[src/rtl/phy_tx_lane_scheduler_if.sv]
// Lane-side and serializer-side signals of the PHY TX lane scheduler.
// The producer/consumer side takes the master modport; the scheduler takes the slave modport.
interface phy_tx_lane_scheduler_if #(
  parameter int unsigned DATA_W = 8
);
  logic [DATA_W-1:0] in0;
  logic [DATA_W-1:0] in1;
  logic [DATA_W-1:0] in2;
  logic [DATA_W-1:0] in3;
  logic              valid0;
  logic              valid1;
  logic              valid2;
  logic              valid3;
  logic [3:0]        ready;
  logic              out_ready;
  logic [DATA_W-1:0] data_out;
  logic              valid_out;
  logic              is_k;
  logic [1:0]        lane_sel;
  logic [3:0]        overflow_err;

  modport master (
    output in0, in1, in2, in3,
    output valid0, valid1, valid2, valid3,
    output out_ready,
    input  ready, data_out, valid_out, is_k, lane_sel, overflow_err
  );

  modport slave (
    input  in0, in1, in2, in3,
    input  valid0, valid1, valid2, valid3,
    input  out_ready,
    output ready, data_out, valid_out, is_k, lane_sel, overflow_err
  );
endinterface

[src/rtl/phy_tx_lane_scheduler.sv]
// Four-lane round-robin TX byte scheduler with per-lane FIFOs and a post-reset idle training run.
// Define PHYTX_SKIP_INSERT_EN to insert a SKP K-symbol after every SKIP_INTERVAL data bytes.
module phy_tx_lane_scheduler #(
  parameter int unsigned         DATA_W     = 8,
  parameter int unsigned         FIFO_DEPTH = 4,
  parameter int unsigned         TRAIN_LEN  = 4,
  parameter logic [DATA_W-1:0]   IDLE_SYM   = 8'hBC
`ifdef PHYTX_SKIP_INSERT_EN
  ,
  parameter logic [DATA_W-1:0]   SKP_SYM       = 8'h1C,
  parameter int unsigned         SKIP_INTERVAL = 16
`endif
) (
  input logic                    clk,
  input logic                    reset_L,
  phy_tx_lane_scheduler_if.slave bus
);

  localparam int unsigned NumLanes = 4;
  localparam int unsigned PtrW     = $clog2(FIFO_DEPTH);
  localparam int unsigned CntW     = PtrW + 1;
  localparam int unsigned TrainW   = $clog2(TRAIN_LEN + 1);
`ifdef PHYTX_SKIP_INSERT_EN
  localparam int unsigned SkipW    = $clog2(SKIP_INTERVAL + 1);
`endif

`ifdef PHYTX_SKIP_INSERT_EN
  typedef enum logic [1:0] {StTrain, StActive, StSkip} state_e;
`else
  typedef enum logic [1:0] {StTrain, StActive} state_e;
`endif

  logic [DATA_W-1:0]   lane_data  [NumLanes];
  logic [NumLanes-1:0] lane_valid;

  logic [DATA_W-1:0]   mem_q      [NumLanes][FIFO_DEPTH];
  logic [PtrW-1:0]     wr_ptr_q   [NumLanes];
  logic [PtrW-1:0]     wr_ptr_d   [NumLanes];
  logic [PtrW-1:0]     rd_ptr_q   [NumLanes];
  logic [PtrW-1:0]     rd_ptr_d   [NumLanes];
  logic [CntW-1:0]     count_q    [NumLanes];
  logic [CntW-1:0]     count_d    [NumLanes];
  logic [NumLanes-1:0] full;
  logic [NumLanes-1:0] empty;
  logic [NumLanes-1:0] push;
  logic [NumLanes-1:0] pop;

  state_e              state_q, state_d;
  logic [1:0]          ptr_q, ptr_d;
  logic [TrainW-1:0]   train_cnt_q, train_cnt_d;
`ifdef PHYTX_SKIP_INSERT_EN
  logic [SkipW-1:0]    skip_cnt_q, skip_cnt_d;
`endif
  logic [DATA_W-1:0]   data_out_q, data_out_d;
  logic                valid_out_q, valid_out_d;
  logic                is_k_q, is_k_d;
  logic [1:0]          lane_sel_q, lane_sel_d;
  logic [NumLanes-1:0] overflow_q, overflow_d;

  logic                sel_found;
  logic [1:0]          sel_lane;
  logic [1:0]          cand;

  assign lane_data[0] = bus.in0;
  assign lane_data[1] = bus.in1;
  assign lane_data[2] = bus.in2;
  assign lane_data[3] = bus.in3;
  assign lane_valid   = {bus.valid3, bus.valid2, bus.valid1, bus.valid0};

  // Ready and push acceptance look only at the registered count, never at a same-cycle pop.
  always_comb begin
    for (int n = 0; n < NumLanes; n++) begin
      full[n]  = (count_q[n] == CntW'(FIFO_DEPTH));
      empty[n] = (count_q[n] == '0);
      push[n]  = lane_valid[n] & ~full[n];
    end
  end

  always_comb begin
    overflow_d = overflow_q | (lane_valid & full);
    for (int n = 0; n < NumLanes; n++) begin
      wr_ptr_d[n] = push[n] ? wr_ptr_q[n] + PtrW'(1) : wr_ptr_q[n];
      rd_ptr_d[n] = pop[n]  ? rd_ptr_q[n] + PtrW'(1) : rd_ptr_q[n];
      count_d[n]  = count_q[n] + CntW'(push[n]) - CntW'(pop[n]);
    end
  end

  // First non-empty lane in scan order ptr, ptr+1, ptr+2, ptr+3.
  always_comb begin
    sel_found = 1'b0;
    sel_lane  = '0;
    cand      = '0;
    for (int i = 0; i < NumLanes; i++) begin
      cand = ptr_q + 2'(i);
      if (!sel_found && !empty[cand]) begin
        sel_found = 1'b1;
        sel_lane  = cand;
      end
    end
  end

  always_comb begin
    state_d     = state_q;
    ptr_d       = ptr_q;
    train_cnt_d = train_cnt_q;
`ifdef PHYTX_SKIP_INSERT_EN
    skip_cnt_d  = skip_cnt_q;
`endif
    data_out_d  = data_out_q;
    valid_out_d = valid_out_q;
    is_k_d      = is_k_q;
    lane_sel_d  = lane_sel_q;
    pop         = '0;

    if (bus.out_ready) begin
      unique case (state_q)
        StTrain: begin
          data_out_d  = IDLE_SYM;
          valid_out_d = 1'b0;
          is_k_d      = 1'b1;
          train_cnt_d = train_cnt_q + TrainW'(1);
          if (train_cnt_d == TrainW'(TRAIN_LEN)) begin
            state_d = StActive;
          end
        end
        StActive: begin
          if (sel_found) begin
            pop[sel_lane] = 1'b1;
            data_out_d    = mem_q[sel_lane][rd_ptr_q[sel_lane]];
            valid_out_d   = 1'b1;
            is_k_d        = 1'b0;
            lane_sel_d    = sel_lane;
            ptr_d         = sel_lane + 2'd1;
`ifdef PHYTX_SKIP_INSERT_EN
            skip_cnt_d    = skip_cnt_q + SkipW'(1);
            if (skip_cnt_d == SkipW'(SKIP_INTERVAL)) begin
              state_d = StSkip;
            end
`endif
          end else begin
            data_out_d  = IDLE_SYM;
            valid_out_d = 1'b0;
            is_k_d      = 1'b1;
          end
        end
`ifdef PHYTX_SKIP_INSERT_EN
        StSkip: begin
          // SKP consumes an output slot but leaves the FIFOs and ptr untouched.
          data_out_d  = SKP_SYM;
          valid_out_d = 1'b1;
          is_k_d      = 1'b1;
          skip_cnt_d  = '0;
          state_d     = StActive;
        end
`endif
        default: state_d = StTrain;
      endcase
    end
  end

  always_ff @(posedge clk or negedge reset_L) begin
    if (!reset_L) begin
      state_q     <= StTrain;
      ptr_q       <= '0;
      train_cnt_q <= '0;
`ifdef PHYTX_SKIP_INSERT_EN
      skip_cnt_q  <= '0;
`endif
      data_out_q  <= IDLE_SYM;
      valid_out_q <= 1'b0;
      is_k_q      <= 1'b1;
      lane_sel_q  <= '0;
      overflow_q  <= '0;
      for (int n = 0; n < NumLanes; n++) begin
        wr_ptr_q[n] <= '0;
        rd_ptr_q[n] <= '0;
        count_q[n]  <= '0;
      end
    end else begin
      state_q     <= state_d;
      ptr_q       <= ptr_d;
      train_cnt_q <= train_cnt_d;
`ifdef PHYTX_SKIP_INSERT_EN
      skip_cnt_q  <= skip_cnt_d;
`endif
      data_out_q  <= data_out_d;
      valid_out_q <= valid_out_d;
      is_k_q      <= is_k_d;
      lane_sel_q  <= lane_sel_d;
      overflow_q  <= overflow_d;
      for (int n = 0; n < NumLanes; n++) begin
        wr_ptr_q[n] <= wr_ptr_d[n];
        rd_ptr_q[n] <= rd_ptr_d[n];
        count_q[n]  <= count_d[n];
      end
    end
  end

  // Storage needs no reset: occupancy is tracked by count_q alone.
  always_ff @(posedge clk) begin
    for (int n = 0; n < NumLanes; n++) begin
      if (push[n]) begin
        mem_q[n][wr_ptr_q[n]] <= lane_data[n];
      end
    end
  end

  assign bus.ready        = ~full;
  assign bus.data_out     = data_out_q;
  assign bus.valid_out    = valid_out_q;
  assign bus.is_k         = is_k_q;
  assign bus.lane_sel     = lane_sel_q;
  assign bus.overflow_err = overflow_q;

endmodule

[src/flat_wrapper.sv]
// flat-port wrapper written by rule: the top's interface ports become plain ports
module phy_tx_lane_scheduler_flat 
#(
  parameter int unsigned         DATA_W     = 8,
  parameter int unsigned         FIFO_DEPTH = 4,
  parameter int unsigned         TRAIN_LEN  = 4,
  parameter logic [DATA_W-1:0]   IDLE_SYM   = 8'hBC

)
  (clk, reset_L, bus_in0, bus_in1, bus_in2, bus_in3, bus_valid0, bus_valid1, bus_valid2, bus_valid3, bus_out_ready, bus_ready, bus_data_out, bus_valid_out, bus_is_k, bus_lane_sel, bus_overflow_err);
  phy_tx_lane_scheduler_if #(.DATA_W(DATA_W)) bus_i ();
  input logic clk;
  input logic reset_L;
  input wire logic [$bits(bus_i.in0)-1:0] bus_in0;
  input wire logic [$bits(bus_i.in1)-1:0] bus_in1;
  input wire logic [$bits(bus_i.in2)-1:0] bus_in2;
  input wire logic [$bits(bus_i.in3)-1:0] bus_in3;
  input wire logic [$bits(bus_i.valid0)-1:0] bus_valid0;
  input wire logic [$bits(bus_i.valid1)-1:0] bus_valid1;
  input wire logic [$bits(bus_i.valid2)-1:0] bus_valid2;
  input wire logic [$bits(bus_i.valid3)-1:0] bus_valid3;
  input wire logic [$bits(bus_i.out_ready)-1:0] bus_out_ready;
  output wire logic [$bits(bus_i.ready)-1:0] bus_ready;
  output wire logic [$bits(bus_i.data_out)-1:0] bus_data_out;
  output wire logic [$bits(bus_i.valid_out)-1:0] bus_valid_out;
  output wire logic [$bits(bus_i.is_k)-1:0] bus_is_k;
  output wire logic [$bits(bus_i.lane_sel)-1:0] bus_lane_sel;
  output wire logic [$bits(bus_i.overflow_err)-1:0] bus_overflow_err;
  assign bus_i.in0 = bus_in0;
  assign bus_i.in1 = bus_in1;
  assign bus_i.in2 = bus_in2;
  assign bus_i.in3 = bus_in3;
  assign bus_i.valid0 = bus_valid0;
  assign bus_i.valid1 = bus_valid1;
  assign bus_i.valid2 = bus_valid2;
  assign bus_i.valid3 = bus_valid3;
  assign bus_i.out_ready = bus_out_ready;
  assign bus_ready = bus_i.ready;
  assign bus_data_out = bus_i.data_out;
  assign bus_valid_out = bus_i.valid_out;
  assign bus_is_k = bus_i.is_k;
  assign bus_lane_sel = bus_i.lane_sel;
  assign bus_overflow_err = bus_i.overflow_err;
  phy_tx_lane_scheduler #(.DATA_W(DATA_W), .FIFO_DEPTH(FIFO_DEPTH), .TRAIN_LEN(TRAIN_LEN), .IDLE_SYM(IDLE_SYM)) u_core (.clk(clk), .reset_L(reset_L), .bus(bus_i));
endmodule
[config.mk]
export PLATFORM = sky130hd
export DESIGN_NAME = phy_tx_lane_scheduler_flat
export DESIGN_NICKNAME = d
export VERILOG_FILES = /design/src/rtl/phy_tx_lane_scheduler_if.sv /design/src/rtl/phy_tx_lane_scheduler.sv /design/src/flat_wrapper.sv
export SDC_FILE = /design/constraint.sdc
export NUM_CORES = 1
export LEC_CHECK = 0
export BUFFER_PORTS_ARGS = -buffer_cell sky130_fd_sc_hd__buf_2
export CAP_MARGIN = 20
export CORE_MARGIN = 2
export CORE_UTILIZATION = 29
export DETAILED_ROUTE_END_ITERATION = 7
export PLACE_DENSITY_LB_ADDON = 0.3
export RECOVER_POWER = 25
export SYNTH_ARGS = -nofsm -noshare
export SYNTH_HDL_FRONTEND = slang
export SYNTH_SLANG_ARGS = --single-unit
export TNS_END_PERCENT = 100
[constraint.sdc]
create_clock -name clk -period 4.8 [get_ports clk]
set_input_delay 0.96 -clock clk [delete_from_list [all_inputs] [get_ports clk]]
set_output_delay 0.96 -clock clk [all_outputs]
set_load 0.02 [all_outputs]
==> impl_metrics.csv, run 1 <==
group,metric,value,unit
sta,relSlewSlack,44.15,%
worst_hold_path,hp-class,"register to register",
synth,yosys_warnings,0,
sta,report.final.slew_viol_count,0,
place,routabilityCongestion,0.8465,
sta,tightest_slew,0.8346,ns
sta,fmax,280.1,MHz
global_route,grt_use_met3,2.780,%
clock_tree,cts-htree-levels,4,
synth,netlist_area,0.007674,mm²
worst_setup_path,crit_path_cell_trace,"nor3_1, a211o_1, and3_4, nand2_1, nor2_1, ha_1, inv_1, ha_1, inv_1, fa_1, xnor2_1, xnor2_1",
pwr,peakVddDrop,0.4351,mV
final_layout,nFillCells,2570,
worst_setup_path,cp_slowest_stage_delay,0.57,ns
pwr,leakagePower,0.003356,µW
worst_setup_path,start_kind,"register",
detailed_routing,drt_iter0_markers,481,
die,die_area,0.02778,mm²
clock_tree,path_clk_slew,0.07,ns
clock_tree,postCtsSetupRepairBufs,0,
place,placed_area,0.008258,mm²
worst_hold_path,hold_path_startpoint,"u_core.bus.overflow_err[1]$_DFF_PN0_",
detailed_routing,wl,17.49,mm
place,dp.final_hpwl,12.41,mm
sta,setup_viol,0,
synth,syn-num-nets,616,
sta,rsz0062_at_grt,"no",
sta,period_needed,3.570,ns
final_layout,area_growth,14.79,%
clock_tree,cts_tree,"built",
synth,ys_ff_latch,178,
worst_hold_path,whs_path_depth,1,
die,core,0.02598,mm²
final_layout,nNetsFinal,674,
final_layout,antenna_cells,0,
clock_tree,cts_resized,0,
global_route,grt_use_met1,17.31,%
sta,min_period_over_period,74.38,%
global_route,grt_pass1_vias,4596,
synth,synth_top_area_share,50.09,%
global_route,grt-ovfl-total,0,
detailed_routing,post_drt_wl_per_cell,18.35,µm
detailed_routing,first_pass_iters,5,
global_route,grt-busiest-layer,"met2",
worst_setup_path,r2r_start,"u_core.count_q[4]$_DFF_PN0_",
die,start_util,29.53,%
worst_hold_path,whs_endpoint,"u_core.bus.overflow_err[1]$_DFF_PN0_",
global_route,grt_max_degree,65,
worst_setup_path,worstSetupPathType,"register to register",
final_layout,final_area,0.008808,mm²
synth,syn-instance-count,547,
sta,finalSetupTns,0,ns
status,outcome,"finished, final reports clean",
global_route,grt_use_total,12.88,%
sta,finalHoldViolCount,0,
place,place_ws,1.220,ns
worst_setup_path,path_max_fanout,51,
synth,netlist_top_cells_area,"edfxtp_1 50%, dfrtp_1 14%, mux2i_1 5.5%, ha_1 4.2%, nand2_1 3.5%",
clock_tree,ctsHoldBuffers,0,
die,die_w,166.7,µm
clock_tree,cts_made_buffers,17,
worst_setup_path,crit_slowest_cell,"and3_4",
synth,syn_avg_cell_area,14.03,µm²
worst_setup_path,required,5.15,ns
synth,synth-seq-area-share,66.49,%
sta,worst_clock_skew,0.005877,ns
worst_setup_path,r2r-end,"u_core.count_q[2]$_DFF_PN0_",
worst_setup_path,ff2ff_path_depth,12,
detailed_routing,postRouteAntennaNets,0,
sta,fin_ws,1.230,ns
final_layout,drive_gt1_share,15.21,%
clock_tree,clock_latency,0.43,ns
detailed_routing,vias,4492,
flow_run,max_cap_viol_count,0,
synth,netlist-cell-type-count,45,
die,ios,59,
place,port_buffers,58,
worst_setup_path,r2r_slack,1.23,ns
global_route,met2_usage,20.66,%
die,fp-row-count,59,
worst_setup_path,end_kind,"register",
synth,synth_area_leader_cell,"edfxtp_1",
detailed_routing,via_per_inst,4.714,
clock_tree,cts_buffer_depth,2,
global_route,antenna_found_initial,0,
global_route,grt_pass1_wl,27.18,mm
worst_setup_path,arrival,3.92,ns
clock_tree,cts-root-buf,"clkbuf_16",
pwr,p_per_area,747.1,mW/mm²
detailed_routing,drcViolationCount,0,
clock_tree,cts_sinks,178,
die,fp.dieH,166.7,µm
==> per-layer routing <==
metal	vias to the layer above	share of wire, %
met4	0	1.7
met2	141	48
met5	-	0
met3	17	5.6
li1	2108	-
met1	2226	44
==> state kept, by name, indices dropped and copies added, names as in the netlist <==
register and count:
u_core.bus.lane_sel 2, u_core.state_q 1, u_core.train_cnt_q 3, u_core.bus.data_out 8, u_core.rd_ptr_q 8, u_core.bus.overflow_err 4
u_core.wr_ptr_q 8, u_core.bus.valid_out 1, u_core.ptr_q 2, u_core.bus.is_k 1, u_core.mem_q 128, u_core.count_q 12
==> cell type report <==
type / instances / area (µm²) / share of cell area (%)
Clock buffer: 17 / 425.4 / 4.830
Clock inverter: 15 / 156.4 / 1.776
Inverter: 25 / 93.84 / 1.065
Multi-Input combinational cell: 320 / 2315 / 26.28
Sequential cell: 178 / 5102 / 57.93
Tap cell: 335 / 419.2 / 4.759
Timing Repair Buffer: 63 / 296.5 / 3.366
==> Yosys cell counts <==
cell	n
a211o_1	1
a21oi_1	38
a21oi_2	2
a221o_1	3
a221oi_1	5
a22o_2	1
a22oi_1	16
a2bb2oi_1	1
a31o_2	5
a32oi_1	6
and2_0	4
and2_1	1
and3_1	16
and3_4	1
buf_1	2
buf_12	1
buf_2	7
buf_4	4
buf_6	5
clkbuf_1	5
dfrtp_1	44
dfstp_2	6
edfxtp_1	128
fa_1	4
ha_1	26
inv_1	25
mux2_2	8
mux2i_1	42
nand2_1	71
nand3_1	1
nor2_1	15
nor2b_1	4
nor3_1	4
nor3_2	2
nor4_1	1
o21a_1	2
o21ai_0	9
o21ai_1	1
o311a_1	1
o311ai_1	1
o31a_1	1
or3_1	2
or3_4	1
xnor2_1	17
xor2_1	7
==> worst max-delay path: cells and delay by family, from the launching register on <==
kind	cells	cell delay, ns
AO/OA/AOI/OAI	1	0.24
buffers and inverters	2	0.11
XOR/XNOR	2	0.34
adder cells (fa/ha/maj)	3	0.82
AND/OR/NAND/NOR	4	1.55
flip-flops	1	0.42
==> logic make-up (layout without fill, tap and decap cells) <==
| family | Yosys count | after routing | share of synthesized area [%] |
|---|---|---|---|
| multiplexers | 50 | 50 | 6.653 |
| flip-flops | 178 | 178 | 66.49 |
| AO/OA/AOI/OAI | 93 | 93 | 8.055 |
| XOR/XNOR | 24 | 24 | 2.739 |
| buffers and inverters | 49 | 120 | 3.408 |
| AND/OR/NAND/NOR | 123 | 123 | 7.370 |
| adder cells (fa/ha/maj) | 30 | 30 | 5.283 |
==> cells in the final DEF (no fill, tap or decap), types with 16 or more instances in the layout <==
cell       instances
a21oi_1           38
a22oi_1           16
and3_1            16
buf_2             33
clkbuf_1          25
clkbuf_16         17
dfrtp_1           44
edfxtp_1         128
ha_1              26
inv_1             25
mux2i_1           42
nand2_1           71
xnor2_1           17
==> how the worst max path moves through the flow <==
stage / start / to / cells after the start
floorplan: u_core.count_q[7]$_DFF_PN0_ / u_core.count_q[8]$_DFF_PN0_ / 14
global placement: u_core.count_q[4]$_DFF_PN0_ / u_core.count_q[8]$_DFF_PN0_ / 12
detailed placement: u_core.count_q[4]$_DFF_PN0_ / u_core.count_q[2]$_DFF_PN0_ / 12
CTS: u_core.count_q[4]$_DFF_PN0_ / u_core.count_q[2]$_DFF_PN0_ / 12
global route: u_core.count_q[4]$_DFF_PN0_ / u_core.count_q[2]$_DFF_PN0_ / 12
finish: u_core.count_q[4]$_DFF_PN0_ / u_core.count_q[2]$_DFF_PN0_ / 12
==> stage by stage <==
stage	power, µW	std cells	utilization, %	hold WS [ns]
final	6581	953	33.90	0.4684
after global routing	7016	953	33.90	0.4966
after CTS	6635	953	34.02	0.4755
after detailed placement	5248	921	31.78	0.4609
after global placement	5148	921	31.78	0.4549
after floorplan	4641	547	-	0.4442
==> power breakdown <==
group	internal, µW	switching [µW]	total (µW)
clock network	773	594	1370
logic	1110	1710	2820
registers	2140	259	2390
total	4020	2560	6580
Note: power is estimated with default switching activity, not from simulation.
==> run 2, diff against run 1 <==
--- a/config.mk
+++ b/config.mk
@@ -5,6 +5,7 @@
 export SDC_FILE = /design/constraint.sdc
 export NUM_CORES = 1
 export LEC_CHECK = 0
+export ABC_AREA = 1
 export BUFFER_PORTS_ARGS = -buffer_cell sky130_fd_sc_hd__buf_2
 export CAP_MARGIN = 20
 export CORE_MARGIN = 2
==> constraint.sdc (replaced) <==
create_clock -name clk -period 2.9 [get_ports clk]
set_input_delay 0.58 -clock clk [delete_from_list [all_inputs] [get_ports clk]]
set_output_delay 0.58 -clock clk [all_outputs]
set_load 0.02 [all_outputs]
==> impl_metrics.csv, run 2 <==
group,metric,value,unit
sta,fmax,351.1,MHz
synth,netlist-cell-type-count,33,
global_route,antenna_found_initial,1,
final_layout,nFillCells,2863,
flow_run,max_cap_viol_count,0,
worst_setup_path,endpoint,"u_core.count_q[10]$_DFF_PN0_",
worst_setup_path,r2r_slack,0.05,ns
clock_tree,cts_made_buffers,17,
place,place_ws,0.03840,ns
place,placed_area,0.009321,mm²
sta,finalHoldViolCount,0,
synth,yosys_warnings,0,
final_layout,nNetsFinal,1011,
final_layout,mostFrequentLayoutCell,"nand2_1",
detailed_routing,wl,19.34,mm
sta,setup_viol,0,
global_route,grt_use_total,13.12,%
sta,finalSetupTns,0,ns
sta,relSlewSlack,45.49,%
place,routabilityCongestion,0.7970,
detailed_routing,postRouteAntennaNets,0,
clock_tree,cts_tree,"built",
final_layout,drive_gt1_share,20.42,%
synth,netlist_top_cells_area,"edfxtp_1 46%, dfrtp_1 13%, nand2_1 8.3%, nand3_1 5.7%, inv_1 5.0%",
worst_setup_path,arrival,3.17,ns
detailed_routing,first_pass_iters,5,
synth,ys_ff_latch,178,
clock_tree,ctsHoldBuffers,0,
worst_setup_path,end_kind,"register",
clock_tree,cts-root-buf,"clkbuf_16",
synth,synth_most_common_cell,"nand2_1",
worst_setup_path,worstSetupPathType,"register to register",
worst_hold_path,hp-class,"primary input to asynchronous set/reset pin",
die,die_area,0.03040,mm²
worst_setup_path,r2r_start,"u_core.ptr_q[0]$_DFFE_PN0P_",
global_route,grt_pass1_vias,5896,
clock_tree,clock_latency,0.42,ns
global_route,grt_pass1_wl,30.48,mm
detailed_routing,via_per_inst,4.326,
worst_setup_path,ff2ff_path_depth,20,
die,fp.dieH,174.4,µm
die,core,0.02863,mm²
synth,synth_top_area_share,45.67,%
synth,syn-instance-count,842,
worst_setup_path,required,3.22,ns
place,dp.final_hpwl,13.94,mm
place,port_buffers,58,
sta,period_needed,2.848,ns
synth,synth_area_leader_cell,"edfxtp_1",
synth,syn_avg_cell_area,9.996,µm²
synth,netlist_area,0.008417,mm²
synth,synthArstFlopShare,28.09,%
sta,rsz0062_at_grt,"yes",
sta,tightest_slew,0.8147,ns
clock_tree,cts_sinks,178,
die,die_w,174.4,µm
sta,min_period_over_period,98.22,%
sta,worst_clock_skew,0.006592,ns
detailed_routing,vias,5792,
status,outcome,"finished, final reports clean",
final_layout,largest_reg_flops,128,
global_route,grt-ovfl-total,0,
die,start_util,29.40,%
synth,synth-seq-area-share,60.62,%
final_layout,antenna_cells,0,
detailed_routing,drt_iter0_markers,377,
final_layout,final_util,35.30,%
final_layout,area_growth,20.07,%
worst_setup_path,crit_start,"u_core.ptr_q[0]$_DFFE_PN0P_",
clock_tree,cts_buffer_depth,2,
die,ios,59,
synth,ys.flop_type,"edfxtp_1",
clock_tree,path_clk_slew,0.07,ns
sta,report.final.slew_viol_count,0,
synth,syn-num-nets,911,
worst_setup_path,start_kind,"register",
worst_setup_path,path_max_fanout,7,
global_route,grt_max_degree,51,
worst_setup_path,r2r-end,"u_core.count_q[10]$_DFF_PN0_",
sta,fin_ws,0.05159,ns
die,fp-row-count,62,
final_layout,final_area,0.01011,mm²
detailed_routing,drcViolationCount,0,
detailed_routing,post_drt_wl_per_cell,14.44,µm
synth,synth_common_cells,"187 x nand2_1, 128 x edfxtp_1, 112 x inv_1",
synth,synth_edf_count,128,
final_layout,layout_common_cells,"179 x nand2_1, 128 x edfxtp_1, 107 x nor2_1",
clock_tree,cts-htree-levels,4,
-- run 2: changes by cell type in the layout (fill, tap and decap cells not counted), moves of 11 or more --
| cell | delta |
|---|---|
| nand3_1 | +87 |
| and3_1 | -16 |
| a22oi_1 | -16 |
| a21oi_1 | -17 |
| nand2_2 | +11 |
| nand3_2 | +12 |
| mux2i_1 | -42 |
| buf_4 | +40 |
| nand2_1 | +108 |
| inv_1 | +77 |
| nor2_1 | +92 |
| inv_2 | +14 |
-- run 2: cell families after synthesis --
group,count (synthesis),share of synthesized area (%)
flops,178,60.62
buf+inv,144,7.195
xor+xnor,19,1.977
fa+ha+maj,30,4.816
compound gates,37,2.408
simple gates,434,22.98
-- run 2: worst min-delay path by stage --
stage	start	to	depth (start not counted)
finish	reset_L	u_core.bus.data_out[0]$_DFFE_PN0P_	2
floorplan	reset_L	u_core.bus.data_out[0]$_DFFE_PN0P_	0
detailed placement	u_core.bus.overflow_err[1]$_DFF_PN0_	u_core.bus.overflow_err[1]$_DFF_PN0_	1
global route	reset_L	u_core.bus.data_out[6]$_DFFE_PN0P_	2
global placement	u_core.bus.overflow_err[3]$_DFF_PN0_	u_core.bus.overflow_err[3]$_DFF_PN0_	1
CTS	reset_L	u_core.bus.data_out[1]$_DFFE_PN0P_	2
-- run 2: timing repair --
item / in CTS / in global routing
gates resized for setup: 0 / 52
setup buffers: 0 / 10
endpoints found under the hold margin: 0 / 0
endpoints found under the setup margin: 0 / 16
-- run 2: per-layer routing --
layer	vias up	share of wire (%)	track usage (%)
met1	2741	44	16.48
li1	2903	-	-
met4	2	1.3	3.957
met2	125	50	22.59
met3	21	4.9	2.887
met5	-	0.062	0
-- run 2: final cells by class --
type	instances	area (µm²)	area share (%)
sequential	178	5104	50.50
multi-input combinational	520	2875	28.45
timing repair buffer	108	653.1	6.463
tap	384	480.5	4.754
clock buffer	19	442.9	4.383
inverter	117	441.7	4.370
clock inverter	13	108.9	1.077
-- run 2: worst max-delay path: stages, from the launching register on --
cell and delay, ns:
dfrtp_1 0.40, buf_6 0.15, nand2_4 0.06, nand2_4 0.07
inv_2 0.06, nand3_2 0.08, nand2_2 0.11, nor2_4 0.06
nand2_2 0.08, nor2_2 0.04, nor3_2 0.25, inv_2 0.09
nor2_4 0.15, nand2_2 0.09, inv_2 0.08, ha_4 0.19
inv_2 0.06, ha_4 0.12, inv_2 0.03, fa_2 0.56
inv_2 0.03
-- run 2: stage by stage --
| step | hold slack [ns] | std cells |
|---|---|---|
| after floorplan | 0.2844 | 842 |
| after global placement | 0.4518 | 1297 |
| after detailed placement | 0.4496 | 1297 |
| after CTS | 0.3186 | 1329 |
| after global routing | 0.3482 | 1339 |
| final | 0.2987 | 1339 |
Power of run 2 is not shown: default switching activity piles up to over one toggle a cycle in this logic, so the estimate is an artifact.
